$ cat config.mk
export PLATFORM = sky130hd
export DESIGN_NAME = edge_tile_scanner
export DESIGN_NICKNAME = d
export VERILOG_FILES = /design/src/rtl/edge_tile_scanner.sv
export SDC_FILE = /design/constraint.sdc
export NUM_CORES = 2
export LEC_CHECK = 0
export CORE_MARGIN = 1
export CORE_UTILIZATION = 65
export DETAILED_ROUTE_END_ITERATION = 8
export GPL_ROUTABILITY_DRIVEN = 0
export PLACE_DENSITY = 0.87
export SYNTH_ARGS = -nofsm -noshare
export SYNTH_HDL_FRONTEND = slang
export SYNTH_SLANG_ARGS = --single-unit
export TNS_END_PERCENT = 20
$ cat constraint.sdc
create_clock -name clk -period 7.3 [get_ports clk]
set_clock_uncertainty 0.2 [all_clocks]
set_input_delay 0.73 -clock clk [delete_from_list [all_inputs] [get_ports clk]]
set_output_delay 0.73 -clock clk [all_outputs]
set_load 0.02 [all_outputs]
$ cat src/rtl/edge_tile_scanner.sv
// edge_tile_scanner: walks a tile-aligned bounding box row-major, one TILE x TILE
// tile per cycle, and streams a per-pixel coverage mask (all edge equations >= 0)
// for each tile on a valid/ready interface. Empty tiles can optionally be skipped.
module edge_tile_scanner #(
  parameter int TILE       = 2,
  parameter int NUM_EDGES  = 3,
  parameter int W_WIDTH    = 32,
  parameter int DX_WIDTH   = 19,
  parameter int DY_WIDTH   = 24,
  parameter int COORD_W    = 8,
  parameter int SKIP_EMPTY = 0
) (
  input  logic                          clk,
  input  logic                          rst_n,
  input  logic                          in_valid,
  output logic                          in_ready,
  input  logic [NUM_EDGES*W_WIDTH-1:0]  in_w,
  input  logic [NUM_EDGES*DX_WIDTH-1:0] in_dx,
  input  logic [NUM_EDGES*DY_WIDTH-1:0] in_dy,
  input  logic [COORD_W-1:0]            in_tiles_x,
  input  logic [COORD_W-1:0]            in_tiles_y,
  output logic                          out_valid,
  input  logic                          out_ready,
  output logic [COORD_W-1:0]            out_tile_x,
  output logic [COORD_W-1:0]            out_tile_y,
  output logic [TILE*TILE-1:0]          out_mask,
  output logic                          out_last,
  output logic                          done,
  output logic                          busy
);

  localparam int MW = TILE * TILE;

  typedef enum logic [1:0] {
    S_IDLE  = 2'd0,
    S_SCAN  = 2'd1,
    S_DRAIN = 2'd2
  } state_t;

  state_t state_q, state_d;

  // primed_q is low during the first SCAN cycle, which is spent registering the
  // per-pixel offset table and tile steps so the evaluation path is a single add.
  logic primed_q, primed_d;

  logic [W_WIDTH-1:0] dx_q       [NUM_EDGES];
  logic [W_WIDTH-1:0] dx_d       [NUM_EDGES];
  logic [W_WIDTH-1:0] dy_q       [NUM_EDGES];
  logic [W_WIDTH-1:0] dy_d       [NUM_EDGES];
  logic [W_WIDTH-1:0] col_step_q [NUM_EDGES];
  logic [W_WIDTH-1:0] col_step_d [NUM_EDGES];
  logic [W_WIDTH-1:0] row_step_q [NUM_EDGES];
  logic [W_WIDTH-1:0] row_step_d [NUM_EDGES];
  logic [W_WIDTH-1:0] w_tile_q   [NUM_EDGES];
  logic [W_WIDTH-1:0] w_tile_d   [NUM_EDGES];
  logic [W_WIDTH-1:0] w_row_q    [NUM_EDGES];
  logic [W_WIDTH-1:0] w_row_d    [NUM_EDGES];
  logic [W_WIDTH-1:0] off_q      [NUM_EDGES][MW];
  logic [W_WIDTH-1:0] off_d      [NUM_EDGES][MW];

  logic [COORD_W-1:0] cx_q, cx_d, cy_q, cy_d;
  logic [COORD_W-1:0] tiles_x_q, tiles_x_d, tiles_y_q, tiles_y_d;
  logic [COORD_W-1:0] out_tile_x_q, out_tile_x_d, out_tile_y_q, out_tile_y_d;
  logic [MW-1:0]      out_mask_q, out_mask_d;
  logic               out_valid_q, out_valid_d;
  logic               out_last_q, out_last_d;
  logic               done_q, done_d;
  logic               busy_q, busy_d;
  logic               in_ready_q, in_ready_d;

  // Sign-extended views of the setup inputs and the combinational coverage test.
  logic [W_WIDTH-1:0]   in_w_e  [NUM_EDGES];
  logic [W_WIDTH-1:0]   in_dx_e [NUM_EDGES];
  logic [W_WIDTH-1:0]   in_dy_e [NUM_EDGES];
  logic [NUM_EDGES-1:0] pix_ok  [MW];
  logic [MW-1:0]        mask_eval;

  logic tile_last;
  logic tile_emit;

  genvar gi, gp;
  generate
    for (gi = 0; gi < NUM_EDGES; gi++) begin : g_edge
      assign in_w_e[gi]  = in_w[gi*W_WIDTH +: W_WIDTH];
      assign in_dx_e[gi] = W_WIDTH'($signed(in_dx[gi*DX_WIDTH +: DX_WIDTH]));
      assign in_dy_e[gi] = W_WIDTH'($signed(in_dy[gi*DY_WIDTH +: DY_WIDTH]));
      for (gp = 0; gp < MW; gp++) begin : g_pix
        logic [W_WIDTH-1:0] pix_sum;
        assign pix_sum          = w_tile_q[gi] + off_q[gi][gp];
        assign pix_ok[gp][gi]   = ~pix_sum[W_WIDTH-1];
      end
    end
    for (gp = 0; gp < MW; gp++) begin : g_mask
      assign mask_eval[gp] = &pix_ok[gp];
    end
  endgenerate

  // Next-state logic: setup capture, tile evaluation/advance and output-stage control.
  always_comb begin
    state_d      = state_q;
    primed_d     = primed_q;
    dx_d         = dx_q;
    dy_d         = dy_q;
    col_step_d   = col_step_q;
    row_step_d   = row_step_q;
    w_tile_d     = w_tile_q;
    w_row_d      = w_row_q;
    off_d        = off_q;
    cx_d         = cx_q;
    cy_d         = cy_q;
    tiles_x_d    = tiles_x_q;
    tiles_y_d    = tiles_y_q;
    out_tile_x_d = out_tile_x_q;
    out_tile_y_d = out_tile_y_q;
    out_mask_d   = out_mask_q;
    out_last_d   = out_last_q;
    // A pending beat leaves the stage when the consumer takes it.
    out_valid_d  = out_valid_q && !out_ready;
    done_d       = 1'b0;
    tile_last    = (cx_q == tiles_x_q) && (cy_q == tiles_y_q);
    tile_emit    = !((SKIP_EMPTY != 0) && (mask_eval == '0));

    case (state_q)
      S_IDLE: begin
        if (in_valid && in_ready_q) begin
          state_d   = S_SCAN;
          primed_d  = 1'b0;
          w_tile_d  = in_w_e;
          w_row_d   = in_w_e;
          dx_d      = in_dx_e;
          dy_d      = in_dy_e;
          cx_d      = '0;
          cy_d      = '0;
          tiles_x_d = in_tiles_x;
          tiles_y_d = in_tiles_y;
        end
      end

      S_SCAN: begin
        if (!primed_q) begin
          primed_d = 1'b1;
          for (int e = 0; e < NUM_EDGES; e++) begin
            col_step_d[e] = dx_q[e] * W_WIDTH'(TILE);
            row_step_d[e] = dy_q[e] * W_WIDTH'(TILE);
            for (int p = 0; p < MW; p++) begin
              off_d[e][p] = W_WIDTH'(p % TILE) * dx_q[e] + W_WIDTH'(p / TILE) * dy_q[e];
            end
          end
        end else if (!out_valid_q || out_ready) begin
          // Evaluation only happens when the stage is empty or draining this cycle,
          // so a skipped final tile never has an earlier beat left to tag as last.
          if (tile_emit) begin
            out_valid_d  = 1'b1;
            out_tile_x_d = cx_q;
            out_tile_y_d = cy_q;
            out_mask_d   = mask_eval;
            out_last_d   = tile_last;
          end
          if (cx_q < tiles_x_q) begin
            for (int e = 0; e < NUM_EDGES; e++) begin
              w_tile_d[e] = w_tile_q[e] + col_step_q[e];
            end
            cx_d = cx_q + COORD_W'(1);
          end else begin
            for (int e = 0; e < NUM_EDGES; e++) begin
              w_row_d[e]  = w_row_q[e] + row_step_q[e];
              w_tile_d[e] = w_row_q[e] + row_step_q[e];
            end
            cx_d = '0;
            cy_d = cy_q + COORD_W'(1);
          end
          if (tile_last) begin
            state_d = S_DRAIN;
          end
        end
      end

      S_DRAIN: begin
        if (!out_valid_q || out_ready) begin
          out_valid_d = 1'b0;
          state_d     = S_IDLE;
          done_d      = 1'b1;
        end
      end

      default: state_d = S_IDLE;
    endcase

    busy_d     = (state_d != S_IDLE);
    in_ready_d = (state_d == S_IDLE);
  end

  // State and output registers with synchronous active-low reset.
  always_ff @(posedge clk) begin
    if (!rst_n) begin
      state_q      <= S_IDLE;
      primed_q     <= 1'b0;
      for (int e = 0; e < NUM_EDGES; e++) begin
        dx_q[e]       <= '0;
        dy_q[e]       <= '0;
        col_step_q[e] <= '0;
        row_step_q[e] <= '0;
        w_tile_q[e]   <= '0;
        w_row_q[e]    <= '0;
        for (int p = 0; p < MW; p++) begin
          off_q[e][p] <= '0;
        end
      end
      cx_q         <= '0;
      cy_q         <= '0;
      tiles_x_q    <= '0;
      tiles_y_q    <= '0;
      out_tile_x_q <= '0;
      out_tile_y_q <= '0;
      out_mask_q   <= '0;
      out_valid_q  <= 1'b0;
      out_last_q   <= 1'b0;
      done_q       <= 1'b0;
      busy_q       <= 1'b0;
      in_ready_q   <= 1'b1;
    end else begin
      state_q      <= state_d;
      primed_q     <= primed_d;
      dx_q         <= dx_d;
      dy_q         <= dy_d;
      col_step_q   <= col_step_d;
      row_step_q   <= row_step_d;
      w_tile_q     <= w_tile_d;
      w_row_q      <= w_row_d;
      off_q        <= off_d;
      cx_q         <= cx_d;
      cy_q         <= cy_d;
      tiles_x_q    <= tiles_x_d;
      tiles_y_q    <= tiles_y_d;
      out_tile_x_q <= out_tile_x_d;
      out_tile_y_q <= out_tile_y_d;
      out_mask_q   <= out_mask_d;
      out_valid_q  <= out_valid_d;
      out_last_q   <= out_last_d;
      done_q       <= done_d;
      busy_q       <= busy_d;
      in_ready_q   <= in_ready_d;
    end
  end

  assign in_ready   = in_ready_q;
  assign out_valid  = out_valid_q;
  assign out_tile_x = out_tile_x_q;
  assign out_tile_y = out_tile_y_q;
  assign out_mask   = out_mask_q;
  assign out_last   = out_last_q;
  assign done       = done_q;
  assign busy       = busy_q;

endmodule

Word-level counts from Yosys, hierarchy flattened
Cells that the tools add are included.
Word-level totals
  flip-flop bits (word level): 735
  input bits: 245
  output and inout port bits: 25
Cells by class
  add/subtract/negate cells: 20
  magnitude comparators: 1
  equality and inequality tests: 8
  mux-type cells: 31
  bitwise gates (word level): 13
  reduce and logical (&&, ||, !) cells: 21
Operator list (count)
  96-bit 2-to-1 mux: 7
  32-bit adder: 15
  96-bit case mux with 2 select lines: 2
  19-bit by 24-bit adder with 25-bit output: 3
  8-bit 2-to-1 mux: 7
  8-bit case mux with 2 select lines: 2
  8-bit by 1-bit adder with 8-bit output (second input constant): 2
  8-bit == test: 2
  3-bit AND reduction: 5
  1-bit NOT: 13
  2-bit 2-to-1 mux: 5
  8-bit less-than comparator: 1
  2-bit inequality test (second input constant): 4
  2-bit AND reduction: 4
  2-bit case mux with 3 select lines: 1
  1-bit 2-to-1 mux: 5
  5-bit AND reduction: 1
  2-bit logical NOT: 2
  1-bit case mux with 2 select lines: 2
  4-bit AND reduction: 1
  2-bit nonzero test: 2
  1-bit logical AND: 3
  2-bit by 1-bit == test with 1-bit output (second input constant): 1
  2-bit == test (second input constant): 1
  other kinds (2): 3

Logic depth before layout (Yosys ltp)
  word-level depth: 7
  depth in mapped cells: 14
  gate-level depth less buffers: 13

Worst setup path before layout
OpenSTA, ideal clock, no wires.
  path kind: reg2reg
  from: reg w_tile_q[33] (netlist name)
  to: reg w_tile_q[53] (netlist name)
  setup time: 70 ps
  data arrival time: 2829 ps
  required time: 7030 ps
  setup slack: 4201 ps
  cell stages (with the launch flop): 13
  buffers on the path: 0
  clock period less this slack: 3099 ps
  cell sequence: dfxtp_1 -> ha_1 -> fa_1 -> a211oi_1 -> nor2_1 -> a2111oi_2 -> o31ai_1 -> a21bo_2 -> a31o_1 -> xnor2_1 -> o211ai_1 -> o211ai_1 -> a21oi_1
Between the ends
  longest elaborated chain between the ends: 5
Ends and longest elaborated chain
  start, declared: line 54  | logic [W_WIDTH-1:0] w_tile_q [NUM_EDGES];
  start signal, assigned: line 228  | w_tile_q <= w_tile_d;
  32-bit adder: line 161  | w_tile_d[e] = w_tile_q[e] + col_step_q[e];
  96-bit 2-to-1 mux: line 159  | if (cx_q < tiles_x_q) begin
  96-bit 2-to-1 mux: line 149  | end else if (!out_valid_q || out_ready) begin
  96-bit 2-to-1 mux: line 140  | if (!primed_q) begin
  96-bit case mux with 2 select lines: line 123  | case (state_q)
Every way passes these cells. The select of a mux whose other input is x is not followed.
A chain may end at the register's enable or synchronous reset.

Worst setup path after layout
  from: reg state_q[1]
  to: reg out_mask_q[2] (netlist: out_mask[2])
Between the ends
  longest elaborated chain between the ends: 2
Ends and longest elaborated chain
  start, declared: line 40  | state_t state_q, state_d;
  start signal, assigned: line 222  | state_q <= state_d;
  2-bit by 1-bit == test with 1-bit output: line 123
  3-bit AND reduction (no line)
  end signal, assigned: line 237  | out_mask_q <= out_mask_d;
  end, declared: line 64  | logic [MW-1:0] out_mask_q, out_mask_d;
Every way passes these cells.

==> impl_metrics.env <==
export IMPL_crit_chain="inv_1, ha_4, clkinv_2, buf_4, nor2_1, nand2_1, a21oi_1, o21ai_0, a21oi_1, o211ai_1, or3_1, o31ai_1"
export IMPL_p_per_area_mw_per_mm2=232.4
export IMPL_grt_pass1_vias=37040
export IMPL_ys_warn_count=0
export IMPL_vias=38870
export IMPL_io_buffer_count=269
export IMPL_rsz0062_at_grt="no"
export IMPL_syn_avg_cell_area_um2=7.796
export IMPL_crit_family="buffers and inverters"
export IMPL_run_status="complete, no violations"
export IMPL_finalSetupViolCount=0
export IMPL_clk_latency_ps=620
export IMPL_syn_num_nets=5816
export IMPL_cp_slowest_cell="ha_4"
export IMPL_synthArstFlopShare=0
export IMPL_clk_path_buf_depth=3
export IMPL_post_cts_buffers=0
export IMPL_io_pins=270
export IMPL_coreArea_mm2=0.05946
export IMPL_multi_input_area_mm2=0.02663
export IMPL_tightest_slew_ps=1219
export IMPL_worstPathRequired_ps=7640
export IMPL_cts_hold_buffers=0
export IMPL_die_y_um=248.4
export IMPL_netlist_instances=5062
export IMPL_initial_core_util=0.6637
export IMPL_critPathKind="flip-flop to flip-flop"
export IMPL_final_hold_viol_count=0
export IMPL_synth_distinct_cells=90
export IMPL_nets=5926
export IMPL_cts_buffers=67
export IMPL_grt_pass1_wl_um=190500
export IMPL_initialDrtViolationCount=3720
export IMPL_dp_hpwl_um=85180
export IMPL_die_area_mm2=0.06170
export IMPL_startpoint_type="flip-flop"
export IMPL_path_max_fanout=77
export IMPL_synth_edff_count=0
export IMPL_htree_levels=3
export IMPL_wl_per_cell_um=19.93
export IMPL_yosys_register_bits=585
export IMPL_cap_violations=0
export IMPL_synth_ff_type="dfxtp_1"
export IMPL_finalCriticalPeriod_ps=4572
export IMPL_drtAntennaViolNets=0
export IMPL_hp_class="flip-flop to flip-flop"
export IMPL_cp_end_kind="flip-flop"
export IMPL_vdd_drop_max_v=0.0001633
export IMPL_grt_overflow=0
export IMPL_syn_area_mm2=0.03946
export IMPL_maxSlewViolCount=0
export IMPL_relSlewSlack=0.1854
export IMPL_leakage_uw=0.01996
export IMPL_arrival_ps=4910
export IMPL_period_share=0.6263
export IMPL_ctsResizeCount=0
export IMPL_slowest_delay_ps=810
export IMPL_drive_gt1_frac=0.03716
export IMPL_clk_pin_slew_ps=60
export IMPL_fmax_ghz=0.2187
export IMPL_hold_ws_ps=249.5
export IMPL_ys_seq_area_frac=0.2968
export IMPL_grt_max_degree=148
export IMPL_antenna_found_initial=0
export IMPL_die_x_um=248.4
export IMPL_cts_num_sinks=585
export IMPL_num_rows=89
export IMPL_worst_path_buf_inv=3
export IMPL_cts_root_buf="clkbuf_16"
export IMPL_cts_tree="built"
export IMPL_grtUsageTotal=0.3753
export IMPL_remaining_drc_errors=0
export IMPL_fillers=4407
export IMPL_viasPerCell=6.484
export IMPL_area_delta_synth_final_pct=13.67
export IMPL_dr_pass1_iters=8
export IMPL_fin_tns_setup_ps=0
export IMPL_cpMostUsedCell="a21oi_1"
export IMPL_seq_area_mm2=0.01171
export IMPL_routed_wl_um=119500
state kept, by name (all words and copies together), names as in the netlist, 2 cells and up:
signal and cells:
cx_q 8, dy_q 72, cy_q 8, out_tile_y 8, out_mask 4, w_tile_q 96
w_row_q 96, off_q 204, out_tile_x 8, state_q 2, tiles_x_q 8, dx_q 57
tiles_y_q 8
report_power, final:
part	internal, uW	leakage (uW)	total (uW)	switching [uW]
clock	2280	0.00117	3690	1420
sequential	3520	0.00478	3910	387
combinational	1050	0.0140	2820	1770
total	6850	0.0200	10400	3580
cells by family after synthesis:
logic type,after synthesis,share of synthesized area
buf+inv,318,0.03037
fa+ha+maj,509,0.1631
mux,34,0.008750
xor+xnor,241,0.05349
simple gates,1712,0.1869
compound gates,1663,0.2606
flops,585,0.2968
stage by stage:
stage | area [um2] | setup WS (ps) | instances | power (uW) | util
floorplan | 39460 | 4201 | 5062 | 5800 | -
global placement | 42450 | 2643 | 5876 | 6570 | 0.7139
detailed placement | 42450 | 2541 | 5876 | 6679 | 0.7139
CTS | 44860 | 2860 | 5993 | 10340 | 0.7543
global route | 44860 | 2551 | 5993 | 10860 | 0.7543
finish | 44860 | 2728 | 5994 | 10420 | 0.7544
path summary, 6_finish.rpt:
path	from	endpoint	slack (ps)	cells past startpoint
setup / recovery	state_q[1]	out_mask[2]	2730	12
hold / removal	w_row_q[0]	w_row_q[0]	250	2
setup reg to reg	state_q[1]	out_mask[2]	2730	12
hold reg to reg	w_row_q[0]	w_row_q[0]	250	2
routing by layer:
metal | GRT usage | wire, um | vias up
met4 | 0.1979 | 6882 | 0
met5 | 0 | 0 | -
met2 | 0.6142 | 54140 | 1907
met1 | 0.4659 | 46600 | 18010
met3 | 0.07537 | 11830 | 479
li1 | - | - | 18480
cells in the final DEF, fill, tap and decap left out, types with 34 or more instances in the layout:
master / netlist / final
o211ai_1: 34 / 34
o21ai_0: 225 / 225
a21oi_1: 722 / 721
clkdlybuf4s50_1: 0 / 268
o21bai_1: 35 / 35
nand4_1: 66 / 66
nor2_1: 356 / 355
xor2_1: 80 / 80
a31oi_1: 47 / 47
a21o_1: 202 / 202
o21a_1: 44 / 43
nor2b_1: 46 / 46
o21ai_1: 48 / 47
nor3_1: 72 / 72
nand3_1: 93 / 92
clkbuf_16: 0 / 71
ha_1: 500 / 499
a211oi_1: 77 / 77
inv_1: 65 / 63
xnor2_1: 161 / 161
dfxtp_1: 585 / 585
nand2b_1: 36 / 35
nand2_1: 920 / 919
worst register-to-register path, cell delays in order, from the launching register on:
cell      delay [ps]
dfxtp_1          330
inv_1            130
ha_4             810
clkinv_2         860
buf_4            600
nor2_1           370
nand2_1          160
a21oi_1          160
o21ai_0           90
a21oi_1          130
o211ai_1          90
or3_1            370
o31ai_1          180
Yosys cell counts (47+ instances only):
cell type / instances / area (um2)
inv_1: 65 / 244.0
o21ai_1: 48 / 240.2
nand4_1: 66 / 412.9
clkbuf_1: 218 / 818.3
a211oi_1: 77 / 578.1
a31oi_1: 47 / 294.0
nor2_1: 356 / 1336
ha_1: 500 / 6256
dfxtp_1: 585 / 11710
nor3_1: 72 / 360.4
a21oi_1: 722 / 3613
nand2_1: 920 / 3453
o21ai_0: 225 / 1126
xnor2_1: 161 / 1410
xor2_1: 80 / 700.7
a21o_1: 202 / 1516
nand3_1: 93 / 465.5
layout make-up:
type | count | share of cell area
Clock buffer | 93 | 0.04480
Sequential cell | 585 | 0.2611
Clock inverter | 24 | 0.008758
Timing Repair Buffer | 294 | 0.06443
Multi-Input combinational cell | 4159 | 0.5937
Tap cell | 773 | 0.02156
Inverter | 65 | 0.005634
Antenna cell | 1 | 0.00005578
(Power assumes the default switching activity.)
